[config.mk]
export PLATFORM = sky130hd
export DESIGN_NAME = fetch_controller
export DESIGN_NICKNAME = d
export VERILOG_FILES = /design/src/rtl/fetch_controller.sv
export SDC_FILE = /design/constraint.sdc
export NUM_CORES = 1
export LEC_CHECK = 0
export ABC_AREA = 1
export BUFFER_PORTS_ARGS = -buffer_cell sky130_fd_sc_hd__buf_2
export CAP_MARGIN = 20
export CORE_MARGIN = 3
export CORE_UTILIZATION = 50
export CTS_BUF_LIST = sky130_fd_sc_hd__clkbuf_4 sky130_fd_sc_hd__clkbuf_8 sky130_fd_sc_hd__clkbuf_16
export CTS_CLUSTER_SIZE = 40
export DETAILED_ROUTE_END_ITERATION = 16
export PLACE_DENSITY = 0.81
export REMOVE_ABC_BUFFERS = 1
export SYNTH_ARGS = -nofsm -noshare
export SYNTH_HDL_FRONTEND = slang
export SYNTH_SLANG_ARGS = --single-unit
[constraint.sdc]
create_clock -name clk -period 2.3 [get_ports clk]
set_input_delay 0.115 -clock clk [delete_from_list [all_inputs] [get_ports clk]]
set_output_delay 0.115 -clock clk [all_outputs]
set_load 0.02 [all_outputs]
[src/rtl/fetch_controller.sv]
// fetch_controller: instruction-fetch sequencer owning the PC and the IF/ID register.
// Fetches one word per cycle, honours stalls and branch redirects, and halts
// when the PC leaves the program image or an all-zero word is read.
module fetch_controller #(
  parameter int unsigned ADDR_W     = 64,
  parameter int unsigned INSTR_W    = 32,
  parameter int unsigned IMEM_BYTES = 226
) (
  input  logic               clk,
  input  logic               reset_n,
  input  logic               stall,
  input  logic               branch_taken,
  input  logic [ADDR_W-1:0]  branch_target,
  output logic [ADDR_W-1:0]  imem_addr,
  input  logic [INSTR_W-1:0] imem_data,
  output logic [ADDR_W-1:0]  if_id_pc,
  output logic [INSTR_W-1:0] if_id_instr,
  output logic               if_id_valid,
  output logic               halted,
  output logic [31:0]        fetch_count
);

  localparam int unsigned CNT_W = 32;
  // Highest PC that still fits a whole word; any pc above it is past the image.
  localparam logic [ADDR_W-1:0] LAST_FETCH = ADDR_W'(IMEM_BYTES - 4);

  typedef enum logic [1:0] {
    S_IDLE,
    S_RUN,
    S_HALT
  } state_t;

  state_t             state_q, state_d;
  logic [ADDR_W-1:0]  pc_q, pc_d;
  logic [ADDR_W-1:0]  if_id_pc_q, if_id_pc_d;
  logic [INSTR_W-1:0] if_id_instr_q, if_id_instr_d;
  logic               if_id_valid_q, if_id_valid_d;
  logic               halted_q, halted_d;
  logic [CNT_W-1:0]   fetch_count_q, fetch_count_d;

  logic [ADDR_W-1:0]  target_aligned;
  logic               end_of_prog;

  // Redirect target forced to word alignment; end test uses the unwrapped bound.
  always_comb begin
    target_aligned = branch_target & ~ADDR_W'(3);
    end_of_prog    = (pc_q > LAST_FETCH) || (imem_data == '0);
  end

  // Next-state and next-output computation for the fetch sequencer.
  always_comb begin
    state_d       = state_q;
    pc_d          = pc_q;
    if_id_pc_d    = if_id_pc_q;
    if_id_instr_d = if_id_instr_q;
    if_id_valid_d = if_id_valid_q;
    halted_d      = halted_q;
    fetch_count_d = fetch_count_q;

    unique case (state_q)
      S_IDLE: begin
        state_d       = S_RUN;
        if_id_valid_d = 1'b0;
      end
      S_RUN: begin
        if (branch_taken) begin
          pc_d          = target_aligned;
          if_id_valid_d = 1'b0;
          if_id_instr_d = '0;
        end else if (stall) begin
          // hold everything
        end else if (end_of_prog) begin
          state_d       = S_HALT;
          halted_d      = 1'b1;
          if_id_valid_d = 1'b0;
        end else begin
          if_id_instr_d = imem_data;
          if_id_pc_d    = pc_q;
          if_id_valid_d = 1'b1;
          pc_d          = pc_q + ADDR_W'(4);
          fetch_count_d = (fetch_count_q == '1) ? fetch_count_q
                                                : fetch_count_q + CNT_W'(1);
        end
      end
      S_HALT: begin
        if_id_valid_d = 1'b0;
        if (branch_taken) begin
          pc_d     = target_aligned;
          state_d  = S_RUN;
          halted_d = 1'b0;
        end
      end
      default: begin
        state_d = S_IDLE;
      end
    endcase
  end

  // State and output registers with synchronous active-low reset.
  always_ff @(posedge clk) begin
    if (!reset_n) begin
      state_q       <= S_IDLE;
      pc_q          <= '0;
      if_id_pc_q    <= '0;
      if_id_instr_q <= '0;
      if_id_valid_q <= 1'b0;
      halted_q      <= 1'b0;
      fetch_count_q <= '0;
    end else begin
      state_q       <= state_d;
      pc_q          <= pc_d;
      if_id_pc_q    <= if_id_pc_d;
      if_id_instr_q <= if_id_instr_d;
      if_id_valid_q <= if_id_valid_d;
      halted_q      <= halted_d;
      fetch_count_q <= fetch_count_d;
    end
  end

  assign imem_addr   = pc_q;
  assign if_id_pc    = if_id_pc_q;
  assign if_id_instr = if_id_instr_q;
  assign if_id_valid = if_id_valid_q;
  assign halted      = halted_q;
  assign fetch_count = fetch_count_q;

endmodule

==> impl_results.md, run 1 <==
* Run status: finished, final reports clean
* Worst min-delay path class: in -> reg
* Post-route ant nets at 0
* Area contributors post-synth: dfxtp_1 (39%), nand2_1 (15%), nor2_1 (11%), inv_1 (5.7%), nand4_1 (5.0%)
* #FFs+latches synth at 192
* Post-Place Cells at 2,021
* Initial antenna violation count at 3
* Setup TNS at 0 ns
* Critical path type: reg -> reg
* Largest net degree at the start of global routing at 93
* First-pass DRT Iterations at 6
* Synth warn at 0
* Layout cell share with drive strength beyond 1 at 0.206
* Filler Cells Inserted at 1,782
* # rows at 50
* RSZ-0062 raised after global routing: false
* Register area at 3840 um^2
* Core box area at 19,100 um^2
* Max-cap violations at 0
* Vias in the first global route at 9,814
* # IOs at 294
* Worst VDD drop at 550 uV
* Mapped Cells at 1,531
* Post-CTS Setup Bufs at 0
* Final period utilization at 0.879
* Fmax achieved at 495 MHz
* Cell area after layout at 12,300 um^2
* CP endpoint kind: register
* Yosys cell types at 35
* Clock transition at path regs at 0.09 ns
* CTS tree: done
* Post-Route WL at 30,100 um
* Fin. Hold Viols at 0
* Worst Min Path Start: branch_target[25]
* Post-Layout Cell Count at 2,062
* Final min period at 2.02 ns
* Grt total ovfl at 0
* Final HPWL DP at 21,100 um
* Synth Cell Area at 9940 um^2
* Placed instance area at 11,600 um^2
* First-pass GRT wire length at 48,600 um
* Multi-input logic area at 5140 um^2
* Clock root buffer: clkbuf_16
* Syn_area_per_cell at 6.49 um^2
* Layout area overhead at 23.8%
* Synth top area share at 0.387
* Yosys top cell by area: dfxtp_1
* GPL Wtd Cong at 0.912
* Critical path data required time at 2.66 ns
* Remaining DRCs at 0
* Worst hold stages at 5
* Drt wl/cell at 14.6 um
* IO Port Bufs at 287
* Worst-Margin Slew at 0.528 ns
* Power density cells at 637 nW/um^2
* TritonCTS buffer count at 17
* Final Core Density at 0.643
* DIE WIDTH at 147 um
* CTS Sinks at 192
* Clock Path Buffers at 2
* Fin. max-slew vios at 0
* Nets at 1,889
* CP startpoint: fetch_count[1]
* Gr usage total at 0.270
* Crit path launch type: register
* Iter 0 DRT Violations at 757
* CP arrival at 2.38 ns
* Vias per Instance at 5.20
* Crit-path max FO at 16
* Worst-Skew Late Latency at 0.44 ns
* FF-to-FF Start: fetch_count[1]
* Clk_skew at 0.0136 ns
* Seq/Total Area, Yosys at 0.387
* Reg2Reg Depth at 11
* Vert. Die Dim at 147 um
* Die area at 21,600 um^2
* Initial Utilization at 0.519
* H-tree levels at 4
* Slew headroom at 0.645
* Setup-failing EPs final at 0
* Leakage power at 6.25 nW
* Routed vias at 10,700
[worst max-delay path, cell delays in order, from the launching register on]
cell	delay, ns
dfxtp_1	0.39
ha_1	0.25
nand2_1	0.14
nor2_4	0.18
nand2_1	0.12
inv_2	0.09
nand3_2	0.09
nor2_2	0.19
nor2_4	0.09
nand3_4	0.19
nand2_1	0.08
a21oi_1	0.14
[synthesized netlist by cell type]
library cell,n
nor2_1,299
mux2i_1,5
buf_2,24
nor3b_2,1
nand3b_1,12
nand2_1,399
a21oi_2,1
clkbuf_1,46
a21oi_1,92
nand3_4,1
nor3_1,28
buf_1,4
nand3_1,48
a22oi_1,1
xnor2_1,4
nor3b_1,3
nand4_1,79
a31oi_1,3
nor2_2,5
nor2_4,3
inv_1,150
dfxtp_1,192
o21ai_1,1
and3_1,56
buf_6,6
ha_1,2
a2bb2oi_1,1
o21bai_1,2
o21ai_0,15
conb_1,1
buf_4,7
nand3_2,4
inv_2,5
xor2_1,30
nand4_4,1
[cells in the final DEF (no fill, tap or decap), drive strengths merged, types with 4 or more instances in the layout]
master       synthesis  routed
nor3b                4       4
clkbuf              46      17
a21oi               93      93
dfxtp              192     192
o21ai               16      16
nand3               53      54
clkinv               0       7
nor2               307     307
conb                 1       4
nand2              399     399
nor3                28      28
dlygate4sd3          0       6
nand4               80      80
buf                 41     314
nand3b              12      12
and3                56      56
mux2i                5       5
xnor2                4       4
inv                155     163
xor2                30      30
[timing repair]
action / in CTS / in global routing
endpoints found under the hold margin: 6 / 0
endpoints found under the setup margin: 0 / 15
gates resized for setup: 0 / 1
hold buffers: 6 / 0
[through the flow]
stage          setup WS [ns]  hold WS (ns)  total power, mW
2_1_floorplan          -1.81         0.235             4.32
3_5_place_dp           0.206         0.436             4.80
4_1_cts                0.175       0.00144             7.88
6_report               0.278        0.0130             7.83
3_3_place_gp           0.312         0.430             4.78
5_1_grt               0.0523        0.0156             8.19
[area by class of cell]
class	instances	share of cell area
multi-input cells	1101	0.417
flip-flops and latches	192	0.312
repair buffers	320	0.145
inverters	155	0.0473
clock buffers	17	0.0346
well taps	260	0.0264
clock inverters	15	0.0162
diodes	2	0.000407
[metal layers]
metal	vias to the layer above	global-route usage	share of wire
met3	59	0.0688	0.089
met4	4	0.0937	0.027
met1	4846	0.344	0.42
li1	5361	-	-
met5	-	0	0.00090
met2	445	0.445	0.46
[path summary, 6_finish.rpt]
| path | endpoint | slack [ns] |
|---|---|---|
| hold / removal | imem_addr[25] | 0.01 |
| hold reg to reg | if_id_instr[12] | 0.46 |
| setup / recovery | fetch_count[12] | 0.28 |
| setup reg to reg | fetch_count[12] | 0.28 |
[registers in the layout, summed over array words and instances (netlist names)]
register,cells
state_q,2
if_id_pc,62
if_id_instr,32
fetch_count,32
halted,1
imem_addr,62
if_id_valid,1
[logic make-up (layout without fill, tap and decap cells)]
logic type,Yosys count,count (layout),share of synthesized area
compound gates,116,116,0.0603
buf+inv,242,507,0.102
fa+ha+maj,2,2,0.00252
other cells,1,6,0.000377
simple gates,939,940,0.414
xor+xnor,34,34,0.0299
mux,5,5,0.00503
flops,192,192,0.387
[power breakdown]
part,total [mW],switching [mW],internal (mW)
Clock,3.09,1.58,1.51
Combinational,1.19,0.781,0.412
Sequential,3.55,0.116,3.43
Power figures use the tool's default switching activity.
==> run 2, diff against run 1 <==
--- a/config.mk
+++ b/config.mk
@@ -9,12 +9,11 @@
 export BUFFER_PORTS_ARGS = -buffer_cell sky130_fd_sc_hd__buf_2
 export CAP_MARGIN = 20
 export CORE_MARGIN = 3
-export CORE_UTILIZATION = 50
+export CORE_UTILIZATION = 47
 export CTS_BUF_LIST = sky130_fd_sc_hd__clkbuf_4 sky130_fd_sc_hd__clkbuf_8 sky130_fd_sc_hd__clkbuf_16
 export CTS_CLUSTER_SIZE = 40
 export DETAILED_ROUTE_END_ITERATION = 16
-export PLACE_DENSITY = 0.81
-export REMOVE_ABC_BUFFERS = 1
+export PLACE_DENSITY = 0.8
 export SYNTH_ARGS = -nofsm -noshare
 export SYNTH_HDL_FRONTEND = slang
 export SYNTH_SLANG_ARGS = --single-unit
==> constraint.sdc (replaced) <==
create_clock -name clk -period 1.7 [get_ports clk]
set_input_delay 0.085 -clock clk [delete_from_list [all_inputs] [get_ports clk]]
set_output_delay 0.085 -clock clk [all_outputs]
set_load 0.02 [all_outputs]
==> run 2 against run 1 <==
  * The run now ends with negative setup slack left
  * Sequential cell count stayed put
  * Core utilization is 8.9 points higher
  * Design area is 22% higher
  * Clock power is 40% higher
  * Sequential power is 35% higher
  * Non-clock buffer count is 185 higher
  * Combinational power is 110% higher
  * Clock-buffer cell count stayed put
  * Die area is 6.1% higher
  * Clock skew is 0.0045 ns higher
  * Via count is 15% higher
  * Largest cell class unchanged
  * Highest routed layer is now met4
==> impl_results.md, run 2 (synthesis gave the netlist of run 1 again) <==
* Worst hold stages at 5
* CP endpoint kind: register
* H-tree levels at 4
* Critical path type: reg -> reg
* # rows at 52
* TritonCTS buffer count at 17
* CTS tree: done
* CP arrival at 2.39 ns
* Core box area at 20,500 um^2
* Run status: finished with violations
* Final period utilization at 1.19
* Commonest non-fill, non-tap cell in the layout: nand2_1
* Clock transition at path regs at 0.09 ns
* Drt wl/cell at 17.2 um
* Post-Layout Cell Count at 2,257
* Crit path launch type: register
* Failing checks: negative setup slack
* Routed vias at 12,400
* Iter 0 DRT Violations at 1,087
* Worst VDD drop at 818 uV
* Layout cell share with drive strength beyond 1 at 0.351
* Sequential power share at 0.413
* # IOs at 294
* Filler Cells Inserted at 1,524
* Worst-Skew Late Latency at 0.44 ns
* Reg2Reg Depth at 12
* Clock root buffer: clkbuf_16
* Post-route ant nets at 0
* Register-to-register setup slack at -0.33 ns
* Post-Route WL at 38,800 um
* Clk pwr share at 0.375
* Vias per Instance at 5.48
* IO Port Bufs at 287
* Initial Utilization at 0.485
* Most frequent cells in the layout: nand2_1 (332), buf_2 (286), nor2_1 (269)
* Worst min-delay path class: in -> reg
* FF-to-FF Start: imem_addr[33]
* Nets at 2,075
* Crit-path max FO at 5
* Comb pwr share at 0.213
* Pint at 7.74 mW
* DIE WIDTH at 151 um
* FF-to-FF End: imem_addr[49]
* Final min period at 2.03 ns
* Setup-failing EPs final at 189
* Setup WS post-layout at -0.330 ns
* Vert. Die Dim at 151 um
* Power density cells at 772 nW/um^2
* Leakage power at 7.56 nW
* RSZ-0062 raised after global routing: true
* Worst Min Path Start: branch_target[25]
* Initial antenna violation count at 0
* Grt total ovfl at 0
* Remaining DRCs at 0
* Largest net degree at the start of global routing at 68
* Die area at 22,900 um^2
* First-pass DRT Iterations at 6
* Final HPWL DP at 23,100 um
* First-pass GRT wire length at 53,900 um
* Layout area overhead at 50.9%
* CTS Sinks at 192
* Critical path data required time at 2.06 ns
* Max-cap violations at 0
* Fin. max-slew vios at 0
* P_sw at 3.84 mW
* Overall power at 11.6 mW
* Fin. Hold Viols at 0
* Post-Place Cells at 2,160
* Clk_skew at 0.0181 ns
* GPL Wtd Cong at 0.944
* Clock Path Buffers at 2
* Vias in the first global route at 11,300
* Sw Share at 0.331
* Hold worst-path end: imem_addr[25]
* Fmax achieved at 493 MHz
* Gr usage total at 0.289
## run 2: cell count changes in the layout (fill, tap and decap cells not counted), moves of 33 or more
cell,before,now
buf_4,21,144
dfxtp_1,192,151
a21oi_1,92,57
nand2_4,0,43
nand2_1,398,332
a21oi_2,1,35
dlygate4sd3_1,6,39
dfxtp_2,0,39
## run 2: worst max-delay path by stage
stage | from | endpoint | slack [ns]
detailed placement | imem_addr[32] | if_id_instr[31] | -0.21
finish | imem_addr[33] | imem_addr[49] | -0.33
global route | imem_addr[46] | imem_addr[49] | -0.40
global placement | imem_addr[32] | if_id_instr[5] | -0.21
CTS | imem_addr[53] | fetch_count[23] | -0.11
floorplan | imem_addr[28] | imem_addr[38] | 0.0003
## run 2: timing repair
action | CTS | global route
cloned | 5 | 16
resized for setup | 50 | 165
hold buffers | 39 | 0
pin swaps | 17 | 24
buffers inserted | 3 | 3
hold endpoints to repair | 39 | 0
setup endpoints to repair | 189 | 189
## run 2: stage by stage
step	util	setup TNS, ns	hold WS (ns)	setup slack, ns	instance area (um^2)
after floorplan	-	0	0.308	0.000319	10000
after global placement	0.621	-28.33	0.411	-0.206	12700
after detailed placement	0.621	-26.56	0.423	-0.210	12700
after CTS	0.687	-7.52	0.000172	-0.114	14100
after global routing	0.732	-48.49	0.0185	-0.400	15000
final	0.732	-29.97	0.00612	-0.330	15000
## run 2: power groups by stage
stage,Clock (mW),Combinational [mW],Sequential [mW]
after floorplan,0,0.880,5.08
after global placement,0,1.86,4.84
after detailed placement,0,1.89,4.85
after CTS,4.38,2.07,4.75
after global routing,4.58,2.63,4.79
final,4.34,2.46,4.78
## run 2: layout make-up
type	instances	area (um^2)	area share
multi-input combinational	1102	5840	0.390
sequential	192	3900	0.260
timing repair buffer	505	3690	0.246
inverter	155	584	0.0389
clock buffer	17	425	0.0284
tap	270	338	0.0225
clock inverter	15	224	0.0149
antenna	1	2.50	0.000167
## run 2: per-layer routing
layer  share of wire  global-route usage  vias up  wire length, um
met1            0.37               0.353     5688            14200
met2            0.49               0.497      776            19000
met3           0.095              0.0518      150             3700
li1                -                   -     5751                -
met5               0                   0        -                0
met4           0.048               0.127        0             1870
## run 2: worst max-delay path: stages, from the launching register on
cell,delay [ns]
dfxtp_2,0.35
nor2_4,0.12
nand2_2,0.08
nor2_4,0.12
nand2_2,0.09
nor2_4,0.19
nand4_4,0.14
nand3_4,0.21
nand2_8,0.14
buf_16,0.20
nand2_4,0.07
nand2_2,0.07
nor2_2,0.17
==> run 3, diff against run 2 <==
--- a/config.mk
+++ b/config.mk
@@ -13,7 +13,7 @@
 export CTS_BUF_LIST = sky130_fd_sc_hd__clkbuf_4 sky130_fd_sc_hd__clkbuf_8 sky130_fd_sc_hd__clkbuf_16
 export CTS_CLUSTER_SIZE = 40
 export DETAILED_ROUTE_END_ITERATION = 16
-export PLACE_DENSITY = 0.8
+export PLACE_DENSITY = 0.77
 export SYNTH_ARGS = -nofsm -noshare
 export SYNTH_HDL_FRONTEND = slang
 export SYNTH_SLANG_ARGS = --single-unit
==> run 3 against run 2 <==
  * The run still ends with negative setup slack left
  * Non-clock buffer count increased by 15
  * Global-route usage increased by 0.24 points
  * First-iteration DRC count decreased by 18%
  * Fmax is 2.5% higher
  * Hold slack got worse by 0.0034 ns
  * Design area decreased by 0.48%
  * Clock power about the same
  * Die area is the same
==> impl_results.md, run 3 (synthesis gave the netlist of run 1 again) <==
* Run status: finished with violations
* Failing checks: negative setup slack
* Worst VDD drop at 604 uV
* Most frequent cells in the layout: nand2_1 (346), buf_2 (286), nor2_1 (264)
* Reg2Reg Depth at 13
* Nets at 2,089
* Power density cells at 767 nW/um^2
* Setup-failing EPs final at 188
* Drt wl/cell at 15.8 um
* CTS Sinks at 192
* Fin. max-slew vios at 0
* CP endpoint kind: register
* Max-cap violations at 0
* Worst min-delay path class: in -> reg
* Gr usage total at 0.291
* Clock Path Buffers at 2
* CP arrival at 2.30 ns
* Worst-Skew Late Latency at 0.45 ns
* Final min period at 1.98 ns
* Post-Layout Cell Count at 2,273
* Crit-path max FO at 8
* # rows at 52
* Commonest non-fill, non-tap cell in the layout: nand2_1
* Crit path launch type: register
* First-pass GRT wire length at 54,200 um
* Fmax achieved at 505 MHz
* Grt total ovfl at 0
* Post-Route WL at 35,800 um
* Vias in the first global route at 11,300
* Vert. Die Dim at 151 um
* Filler Cells Inserted at 1,531
* Clk_skew at 0.0178 ns
* Routed vias at 11,900
* Vias per Instance at 5.26
* Final HPWL DP at 22,600 um
* CTS tree: done
* # IOs at 294
* Hold worst-path end: imem_addr[29]
* First-pass DRT Iterations at 5
* Critical path type: reg -> reg
* Clock root buffer: clkbuf_16
* H-tree levels at 4
* GPL Wtd Cong at 0.943
* Clock transition at path regs at 0.08 ns
* Setup WS post-layout at -0.280 ns
* Largest net degree at the start of global routing at 102
* Worst Min Path Start: branch_target[29]
* Worst hold stages at 5
* RSZ-0062 raised after global routing: true
* Leakage power at 7.51 nW
* Layout cell share with drive strength beyond 1 at 0.335
* Initial Utilization at 0.485
* Post-route ant nets at 0
* Initial antenna violation count at 0
* DIE WIDTH at 151 um
* Iter 0 DRT Violations at 890
* Core box area at 20,500 um^2
* Die area at 22,900 um^2
* Remaining DRCs at 0
* FF-to-FF End: fetch_count[18]
* Final Core Density at 0.729
* Register-to-register setup slack at -0.28 ns
* IO Port Bufs at 287
* TritonCTS buffer count at 17
* Fin. Hold Viols at 0
* Final period utilization at 1.16
* Hold Slack at 0.00269 ns
* Layout area overhead at 50.2%
* FF-to-FF Start: imem_addr[34]
* Critical path data required time at 2.02 ns
* Post-Place Cells at 2,161
==> run 3: worst max-delay path by stage <==
stage                             start              end  cells past startpoint
after floorplan           imem_addr[28]    imem_addr[38]                     12
after global placement    imem_addr[34]   if_id_instr[7]                     11
after detailed placement  imem_addr[20]  if_id_instr[12]                     11
after CTS                 imem_addr[20]  fetch_count[10]                     12
after global routing      imem_addr[17]     imem_addr[3]                     13
final                     imem_addr[34]  fetch_count[18]                     13
==> run 3: per-layer routing <==
metal / vias to the layer above / GRT usage / wire [um]
met4: 0 / 0.127 / 1330
met5: - / 0 / 0
met3: 110 / 0.0705 / 3140
met2: 606 / 0.491 / 17600
li1: 5788 / - / -
met1: 5444 / 0.353 / 13800
==> run 3: power by group <==
group,switching (mW),total (mW),leakage [nW],internal [mW]
registers,0.0936,4.75,1.57,4.66
logic,1.37,2.34,5.62,0.974
clock network,2.26,4.36,0.311,2.10
==> run 3: layout make-up <==
class	instances	area [um^2]	share of cell area
clock buffer	17	425	0.0285
antenna	3	7.51	0.000503
multi-input combinational	1101	5620	0.376
sequential	192	3900	0.261
clock inverter	15	225	0.0151
inverter	155	582	0.0390
tap	270	338	0.0226
timing repair buffer	520	3840	0.257
==> run 3: timing repair <==
| action | 4_1_cts | 5_1_grt |
|---|---|---|
| hold buffers | 52 | 0 |
| gates cloned | 11 | 5 |
| gates resized for setup | 75 | 92 |
| pin swaps | 8 | 27 |
| buffers inserted | 6 | 6 |
| hold endpoints to repair | 55 | 0 |
| setup endpoints to repair | 188 | 189 |
==> run 3: per-stage QoR <==
stage          power (mW)  setup WS, ns  cell area [um^2]  TNS (ns)
6_report             11.5        -0.280             14900    -24.15
5_1_grt              11.9        -0.377             14900    -40.67
4_1_cts              11.3        -0.148             14500    -10.53
3_5_place_dp         6.75        -0.185             12800    -19.20
3_3_place_gp         6.72        -0.158             12800    -18.67
2_1_floorplan        5.96      0.000319             10000         0
==> run 3: worst max-delay path, stage by stage (launching register included) <==
cell and delay [ns]:
dfxtp_2 0.33, nor2_2 0.11, nand2_1 0.07, nor2_2 0.14, nand2_2 0.11, nor2_4 0.17, buf_6 0.12, nand3_4 0.09
nor2_4 0.11, buf_6 0.10, nand3_4 0.15, clkbuf_16 0.23, nand2_1 0.07, a21oi_1 0.06
